`config.mk`:
```
export PLATFORM = sky130hd
export DESIGN_NAME = branch_predictor_flat
export DESIGN_NICKNAME = d
export VERILOG_FILES = /design/src/rtl/bp_pkg.sv /design/src/rtl/branch_predictor_if.sv /design/src/rtl/bp_sat_counter.sv /design/src/rtl/branch_predictor.sv /design/src/flat_wrapper.sv
export SDC_FILE = /design/constraint.sdc
export NUM_CORES = 2
export LEC_CHECK = 0
export CORE_AREA = 3 3 287 317
export CTS_CLUSTER_DIAMETER = 200
export CTS_CLUSTER_SIZE = 20
export DETAILED_ROUTE_END_ITERATION = 10
export DIE_AREA = 0 0 290 320
export GPL_ROUTABILITY_DRIVEN = 0
export GPL_TIMING_DRIVEN = 0
export PLACE_DENSITY = 0.8
export SETUP_SLACK_MARGIN = 0.15
export SLEW_MARGIN = 20
export SYNTH_ARGS = -nofsm -noshare
export SYNTH_HDL_FRONTEND = slang
export SYNTH_SLANG_ARGS = --single-unit
```
`constraint.sdc`:
```
create_clock -name clk -period 45.8 [get_ports clk]
set_input_delay 9.16 -clock clk [delete_from_list [all_inputs] [get_ports clk]]
set_output_delay 9.16 -clock clk [all_outputs]
set_load 0.05 [all_outputs]
```
`src/rtl/bp_pkg.sv`:
```
// Shared types and constants for the branch predictor.
//   bpEntry_t     : one BTB entry (valid, tag, target, direction counter)
//   CTR_WEAK_T/NT : direction counter encodings for a given counter width
//   PERF_MAX      : saturation value of the performance counters
// Entry fields are sized for the widest supported configuration
// (DATA_WIDTH <= BP_MAX_DW, CTR_BITS <= BP_MAX_CTR); narrower instances
// store their values zero-extended.
package bp_pkg;

  localparam int unsigned BP_MAX_DW  = 32;
  localparam int unsigned BP_MAX_CTR = 8;

  localparam logic [31:0] PERF_MAX = 32'hFFFF_FFFF;

  typedef struct packed {
    logic                  valid;
    logic [BP_MAX_DW-1:0]  tag;
    logic [BP_MAX_DW-1:0]  target;
    logic [BP_MAX_CTR-1:0] ctr;
  } bpEntry_t;

  // Weakly taken: MSB set, all lower bits clear.
  function automatic logic [BP_MAX_CTR-1:0] CTR_WEAK_T(input int unsigned ctrBits);
    return BP_MAX_CTR'(1) << (ctrBits - 1);
  endfunction

  // Weakly not-taken: MSB clear, all lower bits set.
  function automatic logic [BP_MAX_CTR-1:0] CTR_WEAK_NT(input int unsigned ctrBits);
    return CTR_WEAK_T(ctrBits) - BP_MAX_CTR'(1);
  endfunction

endpackage

```
`src/rtl/branch_predictor_if.sv`:
```
// Fetch-lookup, execute-training and performance signals of the branch
// predictor. The "slave" modport is the predictor itself, the "master"
// modport is the pipeline (fetch and execute stages) driving it.
interface branch_predictor_if #(
  parameter int DATA_WIDTH = 32
);

  logic [DATA_WIDTH-1:0] PCF;
  logic                  PredTakenF;
  logic [DATA_WIDTH-1:0] PredTargetF;

  logic                  ClearBP;
  logic                  UpdateE;
  logic [DATA_WIDTH-1:0] PCE;
  logic                  TakenE;
  logic [DATA_WIDTH-1:0] TargetE;
  logic                  PredTakenE;
  logic [DATA_WIDTH-1:0] PredTargetE;
  logic                  MispredictE;
  logic [DATA_WIDTH-1:0] RedirectPCE;

  logic [31:0]           BranchCount;
  logic [31:0]           MispredCount;

  modport master (
    output PCF, ClearBP, UpdateE, PCE, TakenE, TargetE, PredTakenE, PredTargetE,
    input  PredTakenF, PredTargetF, MispredictE, RedirectPCE, BranchCount, MispredCount
  );

  modport slave (
    input  PCF, ClearBP, UpdateE, PCE, TakenE, TargetE, PredTakenE, PredTargetE,
    output PredTakenF, PredTargetF, MispredictE, RedirectPCE, BranchCount, MispredCount
  );

endinterface

```
`src/rtl/bp_sat_counter.sv`:
```
// Combinational next value of a saturating up/down counter.
//   value     : current counter value
//   inc       : 1 = count up, 0 = count down
//   nextValue : value +/- 1, held at all-ones / zero instead of wrapping
module bp_sat_counter #(
  parameter int CTR_BITS = 2
) (
  input  logic [CTR_BITS-1:0] value,
  input  logic                inc,
  output logic [CTR_BITS-1:0] nextValue
);

  always_comb begin
    nextValue = value;
    if (inc) begin
      if (value != '1) nextValue = value + CTR_BITS'(1);
    end else begin
      if (value != '0) nextValue = value - CTR_BITS'(1);
    end
  end

endmodule

```
`src/rtl/branch_predictor.sv`:
```
// Dynamic branch predictor: direct-mapped BTB with per-entry saturating
// direction counters, execute-stage mispredict/redirect decision and
// saturating performance counters.
//   clk, rst : clock, asynchronous active-high reset
//   bp       : slave side of branch_predictor_if
//              fetch   : PCF -> PredTakenF, PredTargetF (combinational)
//              execute : UpdateE/PCE/TakenE/TargetE/PredTakenE/PredTargetE
//                        -> MispredictE, RedirectPCE; trains the table
//              control : ClearBP invalidates all entries
//              perf    : BranchCount, MispredCount
module branch_predictor
  import bp_pkg::*;
#(
  parameter int DATA_WIDTH = 32,
  parameter int ENTRIES    = 16,
  parameter int CTR_BITS   = 2
) (
  input logic               clk,
  input logic               rst,
  branch_predictor_if.slave bp
);

  localparam int IDX_W = $clog2(ENTRIES);
  localparam int TAG_W = DATA_WIDTH - IDX_W - 2;

  localparam logic [BP_MAX_CTR-1:0] RESET_CTR = CTR_WEAK_NT(CTR_BITS);
  localparam logic [BP_MAX_CTR-1:0] ALLOC_CTR = CTR_WEAK_T(CTR_BITS);

  // Register array rather than RAM: the fetch-side read is asynchronous.
  bpEntry_t btb [ENTRIES];

  logic [31:0] branchCount;
  logic [31:0] mispredCount;

  // Fetch-side lookup
  logic [IDX_W-1:0]    idxF;
  logic [TAG_W-1:0]    tagF;
  bpEntry_t            entryF;
  logic [CTR_BITS-1:0] ctrF;
  logic                hitF;

  assign idxF   = bp.PCF[IDX_W+1:2];
  assign tagF   = bp.PCF[DATA_WIDTH-1:IDX_W+2];
  assign entryF = btb[idxF];
  assign ctrF   = CTR_BITS'(entryF.ctr);
  assign hitF   = entryF.valid && (entryF.tag == BP_MAX_DW'(tagF));

  assign bp.PredTakenF  = hitF && ctrF[CTR_BITS-1];
  assign bp.PredTargetF = bp.PredTakenF ? DATA_WIDTH'(entryF.target)
                                        : bp.PCF + DATA_WIDTH'(4);

  // Execute-side training
  logic [IDX_W-1:0]    idxE;
  logic [TAG_W-1:0]    tagE;
  bpEntry_t            entryE;
  logic [CTR_BITS-1:0] ctrE;
  logic [CTR_BITS-1:0] ctrNextE;
  logic                hitE;

  assign idxE   = bp.PCE[IDX_W+1:2];
  assign tagE   = bp.PCE[DATA_WIDTH-1:IDX_W+2];
  assign entryE = btb[idxE];
  assign ctrE   = CTR_BITS'(entryE.ctr);
  assign hitE   = entryE.valid && (entryE.tag == BP_MAX_DW'(tagE));

  bp_sat_counter #(
    .CTR_BITS (CTR_BITS)
  ) uCtr (
    .value     (ctrE),
    .inc       (bp.TakenE),
    .nextValue (ctrNextE)
  );

  // Instruction addresses are word aligned; the low bits never select anything.
  logic unusedPcBits;
  assign unusedPcBits = ^{bp.PCF[1:0], bp.PCE[1:0]};

  // Mispredict / redirect
  assign bp.MispredictE = bp.UpdateE &&
                          ((bp.PredTakenE != bp.TakenE) ||
                           (bp.TakenE && (bp.PredTargetE != bp.TargetE)));

  assign bp.RedirectPCE = bp.TakenE ? bp.TargetE : bp.PCE + DATA_WIDTH'(4);

  // Table state
  always_ff @(posedge clk or posedge rst) begin
    if (rst) begin
      for (int i = 0; i < ENTRIES; i++) begin
        btb[i].valid  <= 1'b0;
        btb[i].tag    <= '0;
        btb[i].target <= '0;
        btb[i].ctr    <= RESET_CTR;
      end
    end else if (bp.ClearBP) begin
      // Tags and targets are left as-is; valid=0 hides them.
      for (int i = 0; i < ENTRIES; i++) begin
        btb[i].valid <= 1'b0;
        btb[i].ctr   <= RESET_CTR;
      end
    end else if (bp.UpdateE) begin
      if (hitE) begin
        btb[idxE].ctr <= BP_MAX_CTR'(ctrNextE);
        if (bp.TakenE) btb[idxE].target <= BP_MAX_DW'(bp.TargetE);
      end else if (bp.TakenE) begin
        // Miss on a taken branch evicts whatever shares the index.
        btb[idxE].valid  <= 1'b1;
        btb[idxE].tag    <= BP_MAX_DW'(tagE);
        btb[idxE].target <= BP_MAX_DW'(bp.TargetE);
        btb[idxE].ctr    <= ALLOC_CTR;
      end
    end
  end

  // Performance counters keep counting through ClearBP.
  always_ff @(posedge clk or posedge rst) begin
    if (rst) begin
      branchCount  <= '0;
      mispredCount <= '0;
    end else begin
      if (bp.UpdateE && (branchCount != PERF_MAX))
        branchCount <= branchCount + 32'd1;
      if (bp.MispredictE && (mispredCount != PERF_MAX))
        mispredCount <= mispredCount + 32'd1;
    end
  end

  assign bp.BranchCount  = branchCount;
  assign bp.MispredCount = mispredCount;

endmodule
```
`src/flat_wrapper.sv`:
```
// flat-port wrapper written by rule: the top's interface ports become plain ports
module branch_predictor_flat import bp_pkg::*;
#(
  parameter int DATA_WIDTH = 32,
  parameter int ENTRIES    = 16,
  parameter int CTR_BITS   = 2
)
  (clk, rst, bp_PCF, bp_ClearBP, bp_UpdateE, bp_PCE, bp_TakenE, bp_TargetE, bp_PredTakenE, bp_PredTargetE, bp_PredTakenF, bp_PredTargetF, bp_MispredictE, bp_RedirectPCE, bp_BranchCount, bp_MispredCount);
  branch_predictor_if #(.DATA_WIDTH(DATA_WIDTH)) bp_i ();
  input logic clk;
  input logic rst;
  input wire logic [$bits(bp_i.PCF)-1:0] bp_PCF;
  input wire logic [$bits(bp_i.ClearBP)-1:0] bp_ClearBP;
  input wire logic [$bits(bp_i.UpdateE)-1:0] bp_UpdateE;
  input wire logic [$bits(bp_i.PCE)-1:0] bp_PCE;
  input wire logic [$bits(bp_i.TakenE)-1:0] bp_TakenE;
  input wire logic [$bits(bp_i.TargetE)-1:0] bp_TargetE;
  input wire logic [$bits(bp_i.PredTakenE)-1:0] bp_PredTakenE;
  input wire logic [$bits(bp_i.PredTargetE)-1:0] bp_PredTargetE;
  output wire logic [$bits(bp_i.PredTakenF)-1:0] bp_PredTakenF;
  output wire logic [$bits(bp_i.PredTargetF)-1:0] bp_PredTargetF;
  output wire logic [$bits(bp_i.MispredictE)-1:0] bp_MispredictE;
  output wire logic [$bits(bp_i.RedirectPCE)-1:0] bp_RedirectPCE;
  output wire logic [$bits(bp_i.BranchCount)-1:0] bp_BranchCount;
  output wire logic [$bits(bp_i.MispredCount)-1:0] bp_MispredCount;
  assign bp_i.PCF = bp_PCF;
  assign bp_i.ClearBP = bp_ClearBP;
  assign bp_i.UpdateE = bp_UpdateE;
  assign bp_i.PCE = bp_PCE;
  assign bp_i.TakenE = bp_TakenE;
  assign bp_i.TargetE = bp_TargetE;
  assign bp_i.PredTakenE = bp_PredTakenE;
  assign bp_i.PredTargetE = bp_PredTargetE;
  assign bp_PredTakenF = bp_i.PredTakenF;
  assign bp_PredTargetF = bp_i.PredTargetF;
  assign bp_MispredictE = bp_i.MispredictE;
  assign bp_RedirectPCE = bp_i.RedirectPCE;
  assign bp_BranchCount = bp_i.BranchCount;
  assign bp_MispredCount = bp_i.MispredCount;
  branch_predictor #(.DATA_WIDTH(DATA_WIDTH), .ENTRIES(ENTRIES), .CTR_BITS(CTR_BITS)) u_core (.clk(clk), .rst(rst), .bp(bp_i));
endmodule
```
==> flow_summary.json <==
{
  "start_kind": "input port",
  "synthArstFlopShare_pct": 100,
  "avgSynthCellArea_um2": 14.5,
  "numPortBuffers": 225,
  "crit_chain": "clkdlybuf4s50_1 -> buf_4 -> buf_2 -> buf_2 -> buf_2 -> buf_1 -> clkbuf_1 -> mux4_2 -> mux4_2 -> xnor2_1 -> nand2_1 -> or4b_4 -> buf_2 -> buf_6 -> a21oi_1 -> clkdlybuf4s50_1",
  "synth_edf_count": 0,
  "ys_seq_area_share_pct": 48.8,
  "grt_pass1_wl_mm": 255,
  "min_period_over_period_pct": 57.2,
  "first_global_vias": 37700,
  "pin_count": 264,
  "critPathMaxStageDelay_ns": 0.90,
  "clk_latency_ns": 0.71,
  "min_period_ns": 26.21,
  "via_count": 36900,
  "cts_hold_buffers": 0,
  "synth_area_um2": 53400,
  "cts.clk_slew.worst_paths_ns": 0.08,
  "clockBufferDepth": 3,
  "ir_worst_vdd_mv": 0.0368,
  "startpoint": "bp_PCF[3]",
  "final_layout_size_suffix_gt1_share_pct": 38.7,
  "synth_compound_area_share_pct": 2.85,
  "cts_tree": "built",
  "dieHeight_um": 320,
  "maxSlewHeadroom_pct": 12.3,
  "post_cts_buffers": 0,
  "grt_remaining_overflow": 0,
  "synth_area_leaders": "dfrtp_1, mux2_2, mux4_2, xnor2_1, clkbuf_1",
  "synth_top_area_share_pct": 48.0,
  "setup_viol": 0,
  "setup_slack_ns": 19.59,
  "pre_cts_ws_ns": 19.86,
  "ctsResizeCount": 0,
  "worstSetupPathType": "input port to output pin",
  "numCtsBuffers": 57,
  "critical_path.slowest_cell": "clkdlybuf4s50_1",
  "crit_top_cell": "buf_2",
  "vias_per_cell": 7.11,
  "drt_iter0_drc": 5005,
  "max_freq_mhz": 38.2,
  "core.rowCount": 114,
  "hpwlAfterDp_mm": 125,
  "h-tree-depth": 2,
  "skew_ns": 0.0204,
  "dpl_cell_area_um2": 57400,
  "synth_cells": 3693,
  "grt_start_max_net_pins": 109,
  "slew_violations": 0,
  "maxCapViolCount": 0,
  "synth_top_family_by_area": "multiplexers",
  "track_usage_pct": 37.6,
  "synth_xor_area_share_pct": 3.21,
  "critPathRequiredTime_ns": 36.64,
  "hold_violations": 0,
  "cp.arrival_ns": 17.05,
  "synth_top_area_cell": "dfrtp_1",
  "layout.nets": 4130,
  "fillers": 6320,
  "antenna_found_initial": 4,
  "die_area_um2": 92800,
  "final_cell_count_no_fill": 5190,
  "tightest_slew_ns": 1.32,
  "placed_cells": 5089,
  "start_util_pct": 60.8,
  "r2r_slack_ns": 41.07,
  "synth_fp_nets": 3834,
  "ys_types": 62,
  "finalPower_uw": 2110,
  "final_area_um2": 59100,
  "reg2reg_depth": 10,
  "wl_mm": 176,
  "drc": 0,
  "whs_path_depth": 1,
  "rsz0062_at_grt": "no",
  "cts_root_buffer": "clkbuf_16",
  "dieWidth_um": 290,
  "postRouteAntennaNets": 0,
  "coreArea_um2": 87900,
  "leakage_uw": 0.0259,
  "synth.area.mux_share_pct": 37.5,
  "synth_fa_ha_area_share_pct": 0.164,
  "yosysMostFrequentCell": "dfrtp_1",
  "worstHoldStart": "u_core.bp.BranchCount[28]",
  "synth_seq_cells": 1040,
  "cp_max_fo": 10,
  "cellPowerDensity_nw_per_um2": 35.8,
  "synth_common_cells": "dfrtp_1, mux2_2, mux4_2, clkbuf_1, nand2_1",
  "crit-reg2reg-launch": "u_core.btb[866]",
  "status": "finished, final reports clean",
  "yosys_warnings": 0,
  "yosys.area_share.simple_pct": 4.45,
  "end_kind": "output pin",
  "hold_path_class": "flop to flop",
  "avgRoutedWirePerCell_um": 33.8,
  "synthFlopType": "dfrtp_1",
  "drt-pass1-iter-count": 9,
  "area_growth_pct": 10.6,
  "cts.sinks": 1040
}
-- stage by stage --
stage	setup TNS (ns)	hold WS [ns]	util (%)
floorplan	0	0.468	-
global placement	-4112.71	0.477	65.0
detailed placement	0	0.480	65.4
CTS	0	0.496	67.2
global route	0	0.515	67.2
finish	0	0.494	67.2
-- worst paths after layout --
check	endpoint
max	bp_PredTargetF[5]
min	u_core.bp.BranchCount[28]
max reg2reg	u_core.btb[859]
min reg2reg	u_core.bp.BranchCount[28]
max in group asynchronous	u_core.bp.BranchCount[28]
min in group asynchronous	u_core.btb[492]
-- placed cells by master, fill, tap and decap left out, types with 17 or more instances in the layout --
cell / n
dfrtp_1: 1024
mux2_2: 913
mux4_2: 400
clkbuf_1: 264
clkdlybuf4s50_1: 225
nand2_1: 130
xnor2_1: 120
buf_2: 78
xor2_1: 76
nand3_1: 75
o21ai_0: 64
clkbuf_16: 58
nor2_1: 50
a21oi_1: 47
mux2i_1: 37
nand4_1: 35
nor2_2: 31
nor3_1: 30
mux2_1: 24
and3_1: 21
a31oi_1: 20
buf_1: 18
nor4_1: 17
-- power breakdown --
part | internal [uW] | total [uW] | switching [uW]
registers | 1030 | 1110 | 76.8
logic | 224 | 450 | 227
clock network | 238 | 553 | 315
total | 1490 | 2110 | 619
-- per-layer routing --
layer / vias up / share of wire (%) / GRT usage, % / wire [um]
met4: 0 / 8.3 / 25.0 / 14500
li1: 14400 / - / - / -
met2: 2609 / 45 / 56.7 / 78400
met1: 19100 / 35 / 46.9 / 61300
met3: 809 / 12 / 12.4 / 21400
met5: - / 0 / 0 / 0
-- cell families after synthesis --
logic type	count (synthesis)
compound gates	233
buf+inv	373
mux	1382
xor+xnor	196
fa+ha+maj	7
flops	1040
simple gates	462
-- worst max-delay path, delay by kind of cell --
| family | cells | cell delay (ns) |
|---|---|---|
| buffers and inverters | 10 | 5.34 |
| muxes | 2 | 1.02 |
| and+or+nand+nor | 2 | 0.65 |
| xor gates and xnor gates | 1 | 0.36 |
| AOI/OAI and AO/OA | 1 | 0.44 |
-- final cells by class --
cell class / instances / area, um^2 / share of cell area (%)
Clock buffer: 93 / 1580 / 2.68
Sequential cell: 1040 / 26000 / 44.1
Inverter: 16 / 67.6 / 0.114
Multi-Input combinational cell: 2280 / 25800 / 43.6
Timing Repair Buffer: 237 / 2550 / 4.32
Buffer: 357 / 1560 / 2.64
Tap cell: 1160 / 1450 / 2.46
Clock inverter: 2 / 36.3 / 0.0614
Antenna cell: 5 / 12.5 / 0.0212
-- state kept, by name, indices dropped and copies added (netlist names) --
signal and flops:
u_core.btb 976, u_core.bp.BranchCount 32, u_core.bp.MispredCount 32
Note: power is estimated with default switching activity, not from simulation.
